**config.mk**
```make
export PLATFORM = sky130hd
export DESIGN_NAME = stopwatch_core
export DESIGN_NICKNAME = d
export VERILOG_FILES = /design/src/rtl/stopwatch_core.sv
export SDC_FILE = /design/constraint.sdc
export NUM_CORES = 1
export LEC_CHECK = 0
export CAP_MARGIN = 15
export CORE_MARGIN = 2
export CORE_UTILIZATION = 33
export DETAILED_ROUTE_END_ITERATION = 16
export GPL_TIMING_DRIVEN = 0
export PLACE_DENSITY = 0.59
export SYNTH_ARGS = -nofsm -noshare
export SYNTH_HDL_FRONTEND = slang
export SYNTH_SLANG_ARGS = --single-unit
```
**constraint.sdc**
```tcl
create_clock -name clkin -period 2.65 [get_ports clkin]
set_input_delay 0.53 -clock clkin [delete_from_list [all_inputs] [get_ports clkin]]
set_output_delay 0.53 -clock clkin [all_outputs]
set_load 0.01 [all_outputs]
```
**src/rtl/stopwatch_core.sv**
```systemverilog
// Centisecond BCD stopwatch (mm:ss.cc) counting rising edges of a divided tick.
// Run/pause, clear and lap-hold controls; saturates at MAX_MIN:59.99.
module stopwatch_core #(
  parameter int unsigned MAX_MIN = 59
) (
  input  logic       clkin,
  input  logic       rst,
  input  logic       tick_in,
  input  logic       start_stop,
  input  logic       clear,
  input  logic       lap,
  output logic [7:0] min_bcd,
  output logic [7:0] sec_bcd,
  output logic [7:0] cs_bcd,
  output logic       running,
  output logic       lap_hold,
  output logic       overflow
);

  typedef enum logic [1:0] {
    IDLE,
    RUN,
    PAUSE,
    FULL
  } state_e;

  localparam logic [3:0] MAX_T = 4'(MAX_MIN / 10);
  localparam logic [3:0] MAX_O = 4'(MAX_MIN % 10);
  localparam logic [23:0] CNT_MAX =
    {MAX_T, MAX_O, 4'd5, 4'd9, 4'd9, 4'd9};

  state_e      state_q, state_d;
  logic        tick_q;
  logic        tick_rise;
  logic [23:0] cnt_q, cnt_d;
  logic [23:0] lap_q, lap_d;
  logic        hold_q, hold_d;
  logic [23:0] disp_q;
  logic        run_q, ovf_q;

  // Packed as {min_t, min_o, sec_t, sec_o, cs_t, cs_o}.
  function automatic logic [23:0] bcd_inc(input logic [23:0] c);
    logic [23:0] r;
    r = c;
    if (c[3:0] != 4'd9) begin
      r[3:0] = c[3:0] + 4'd1;
    end else begin
      r[3:0] = 4'd0;
      if (c[7:4] != 4'd9) begin
        r[7:4] = c[7:4] + 4'd1;
      end else begin
        r[7:4] = 4'd0;
        if (c[11:8] != 4'd9) begin
          r[11:8] = c[11:8] + 4'd1;
        end else begin
          r[11:8] = 4'd0;
          if (c[15:12] != 4'd5) begin
            r[15:12] = c[15:12] + 4'd1;
          end else begin
            r[15:12] = 4'd0;
            if (c[19:16] != 4'd9) begin
              r[19:16] = c[19:16] + 4'd1;
            end else begin
              r[19:16] = 4'd0;
              r[23:20] = c[23:20] + 4'd1;
            end
          end
        end
      end
    end
    return r;
  endfunction

  assign tick_rise = tick_in & ~tick_q;

  always_comb begin
    state_d = state_q;
    cnt_d   = cnt_q;
    lap_d   = lap_q;
    hold_d  = hold_q;
    if (clear) begin
      state_d = IDLE;
      cnt_d   = '0;
      lap_d   = '0;
      hold_d  = 1'b0;
    end else begin
      unique case (state_q)
        IDLE: begin
          if (start_stop) state_d = RUN;
        end
        RUN: begin
          // A saturating tick wins over a coincident start_stop or lap.
          if (tick_rise && cnt_q == CNT_MAX) begin
            state_d = FULL;
            hold_d  = 1'b0;
          end else begin
            if (tick_rise) cnt_d = bcd_inc(cnt_q);
            if (start_stop) begin
              state_d = PAUSE;
            end else if (lap) begin
              if (hold_q) begin
                hold_d = 1'b0;
              end else begin
                hold_d = 1'b1;
                lap_d  = cnt_d;
              end
            end
          end
        end
        PAUSE: begin
          if (start_stop) begin
            state_d = RUN;
          end else if (lap && hold_q) begin
            hold_d = 1'b0;
          end
        end
        FULL: begin
        end
        default: state_d = IDLE;
      endcase
    end
  end

  always_ff @(posedge clkin) begin
    if (rst) begin
      state_q <= IDLE;
      tick_q  <= 1'b0;
      cnt_q   <= '0;
      lap_q   <= '0;
      hold_q  <= 1'b0;
      disp_q  <= '0;
      run_q   <= 1'b0;
      ovf_q   <= 1'b0;
    end else begin
      state_q <= state_d;
      tick_q  <= tick_in;
      cnt_q   <= cnt_d;
      lap_q   <= lap_d;
      hold_q  <= hold_d;
      disp_q  <= hold_d ? lap_d : cnt_d;
      run_q   <= (state_d == RUN);
      ovf_q   <= (state_d == FULL);
    end
  end

  assign min_bcd  = disp_q[23:16];
  assign sec_bcd  = disp_q[15:8];
  assign cs_bcd   = disp_q[7:0];
  assign running  = run_q;
  assign lap_hold = hold_q;
  assign overflow = ovf_q;

endmodule

```
==> results.yml <==
run_status:
  run_status: "completed"
final_layout:
  finalNetCount: 508
  final_common_cell: "dfxtp_1"
  num-fill-cells: 1132
  stdcell_area_sq_um: 4840
  utilization_pct: 42.2
  n_antenna_cell: 0
  syn_to_final_growth_pct: 24.2
  layout_common_cells: "dfxtp_1, nor2_1, clkdlybuf4s50_1"
  drive_gt1_share_pct: 15.9
synthesis:
  yosysUniqueCellTypes: 68
  synth-edff-count: 0
  ys_seq_area_share_pct: 40.1
  async_flop_share_pct: 0
  ys_warn_count: 0
  syn_inst: 434
  synth-seq-cells: 78
  synth_nets: 457
  ys.flop_type: "dfxtp_1"
  synth_area_sq_um: 3900
  syn_area_per_cell_sq_um: 8.98
detailed_routing:
  first_pass_iters: 5
  routed_wl_um: 10800
  ant_nets: 0
  via_count: 3469
  vias_per_cell: 5.48
  routedWlPerCell_um: 17.1
  drc: 0
  first_iter_violations: 268
power:
  p_clk_share_pct: 48.6
  power_leakage_nw: 1.70
  comb_power_share_pct: 7.0
  vdd_drop_max_uv: 245
  power_frac_seq_pct: 44.4
  p_per_area_nw_per_um2: 561
  p_switching_mw: 0.620
  p_int_mw: 2.10
  swShare_pct: 22.8
timing:
  relSlewSlack_pct: 51.7
  tns_ns: 0
  hold_slack_ns: 0.455
  period_needed_ns: 2.55
  max_freq_mhz: 393
  setup_viol: 0
  hold_viol: 0
  skew_ns: 0.00833
  maxSlewViolCount: 0
  worst_slew_pin_slew_ns: 0.722
  fin_crit_sh_pct: 96.1
critical_path:
  crit_required_ns: 2.87
  path_delay_family: "buffers and inverters"
  critPathSlowestCell: "dfxtp_1"
  start_kind: "flip-flop"
  critical_path_buf_inv_count: 4
  crit_chain: "ha_1 -> nand3b_1 -> buf_4 -> or3_1 -> o21ai_4 -> buf_6 -> o32a_1 -> inv_2 -> buf_2 -> a2bb2oi_2"
  cp_slowest_stage_delay_ns: 0.49
  worstSetupEndpointType: "flip-flop"
  arrival_ns: 2.77
  worstSetupPathType: "flip-flop to flip-flop"
  cp_max_fo: 10
global_route:
  grt_max_degree: 14
  grt_pass1_wl_um: 17000
  track_usage_pct: 17.1
  grt_pass1_vias: 3249
  overflow: 0
  antenna_found_initial: 0
clock_network:
  cts.sinks: 78
  cts.clk_slew.worst_paths_ns: 0.06
  cts-root-buf: "clkbuf_16"
  ctsHoldBuffers: 0
  htreeDepth: 3
  clock_path_buffers: 2
  cts_tree: "built"
  clk_latency_ns: 0.34
  numCtsBuffers: 9
job:
  drv_cap: 0
placement:
  port-buffer-count: 31
  hpwl_um: 7450
  dpl_cell_area_sq_um: 4390
  place_congestion: 0.870
die:
  num_rows: 39
  die-width_um: 113
  die_y_um: 113
  start_util_pct: 34.0
  ios: 33
  placeableCoreArea_sq_um: 11500
  die_area_sq_um: 12700
worst_hold_path:
  hold_class: "flip-flop to flip-flop"
registers in the layout, indices dropped and copies added (netlist names):
| name | count |
|---|---|
| cnt_q | 24 |
| overflow | 1 |
| disp_q | 24 |
| running | 1 |
| tick_q | 1 |
| lap_hold | 1 |
| state_q | 2 |
| lap_q | 24 |
power by group through the flow:
stage,Clock (mW),Combinational (mW),Sequential [mW]
6_report,1.32,0.191,1.21
5_1_grt,1.39,0.204,1.21
4_1_cts,1.34,0.184,1.21
3_5_place_dp,0,0.182,1.23
3_3_place_gp,0,0.181,1.23
2_1_floorplan,0,0.0942,1.24
cells in the mapped netlist (6+ instances only):
master      n  share of area (%)
nor3_1     12                1.5
dfxtp_1    78                 40
nand3_1     8                1.0
nand2_1    26                2.5
a2bb2oi_1  18                4.0
nor2_1     54                5.2
mux2i_1     7                1.8
a211oi_1   15                2.9
or4_1       7                1.3
a21oi_1    25                3.2
a21oi_2     7                1.6
o21ai_0    19                2.4
buf_2      13                1.7
clkbuf_1    6               0.58
ha_1       17                5.5
inv_1      17                1.6
worst paths after layout:
| kind | endpoint | startpoint | cells past startpoint | slack (ns) |
|---|---|---|---|---|
| setup / recovery | disp_q[7] | cnt_q[4] | 10 | 0.10 |
| hold reg to reg | lap_q[17] | lap_q[17] | 2 | 0.46 |
| setup reg to reg | disp_q[7] | cnt_q[4] | 10 | 0.10 |
| hold / removal | lap_q[17] | lap_q[17] | 2 | 0.46 |
area by class of cell:
cell class	count	area, sq um	share of cell area, %
sequential	78	1560	32.3
clock inverter	6	86.3	1.78
buffer	27	160	3.31
timing repair buffer	40	377	7.78
tap	143	179	3.70
multi-input combinational	311	2180	45.0
inverter	18	67.6	1.40
clock buffer	10	229	4.73
per-stage QoR:
stage / std cells / power, mW / worst slack [ns]
2_1_floorplan: 434 / 1.33 / 0.453
3_3_place_gp: 608 / 1.41 / -0.490
3_5_place_dp: 608 / 1.41 / -0.532
4_1_cts: 624 / 2.73 / 0.00246
5_1_grt: 633 / 2.80 / -0.000230
6_report: 633 / 2.72 / 0.103
cell families after synthesis:
kind of cell / synth area share [%]
buffers and inverters: 5.43
flip-flops: 40.1
AO/OA/AOI/OAI: 24.1
XOR/XNOR: 1.57
AND/OR/NAND/NOR: 21.0
adder cells (fa/ha/maj): 5.46
multiplexers: 2.38
timing repair:
item,in CTS,in global routing
pin swaps,0,3
setup endpoints to repair,41,40
hold endpoints to repair,0,0
buffers inserted,0,9
resized for setup,10,10
metal layers:
metal	wire length [um]	track usage (%)	vias up	part of all wire [%]
li1	-	-	1685	-
met1	5160	23.2	1679	48
met2	4910	26.9	85	45
met3	497	3.46	20	4.6
met4	233	5.93	0	2.2
met5	0	0	-	0
worst reg2reg max path, delay by kind of cell (launching register included):
family,cells,cell delay (ns)
buffers and inverters,4,0.67
AOI/OAI and AO/OA,3,0.57
DFF,1,0.49
and+or+nand+nor,2,0.46
adders and majority gates,1,0.23
(Power assumes the default switching activity.)
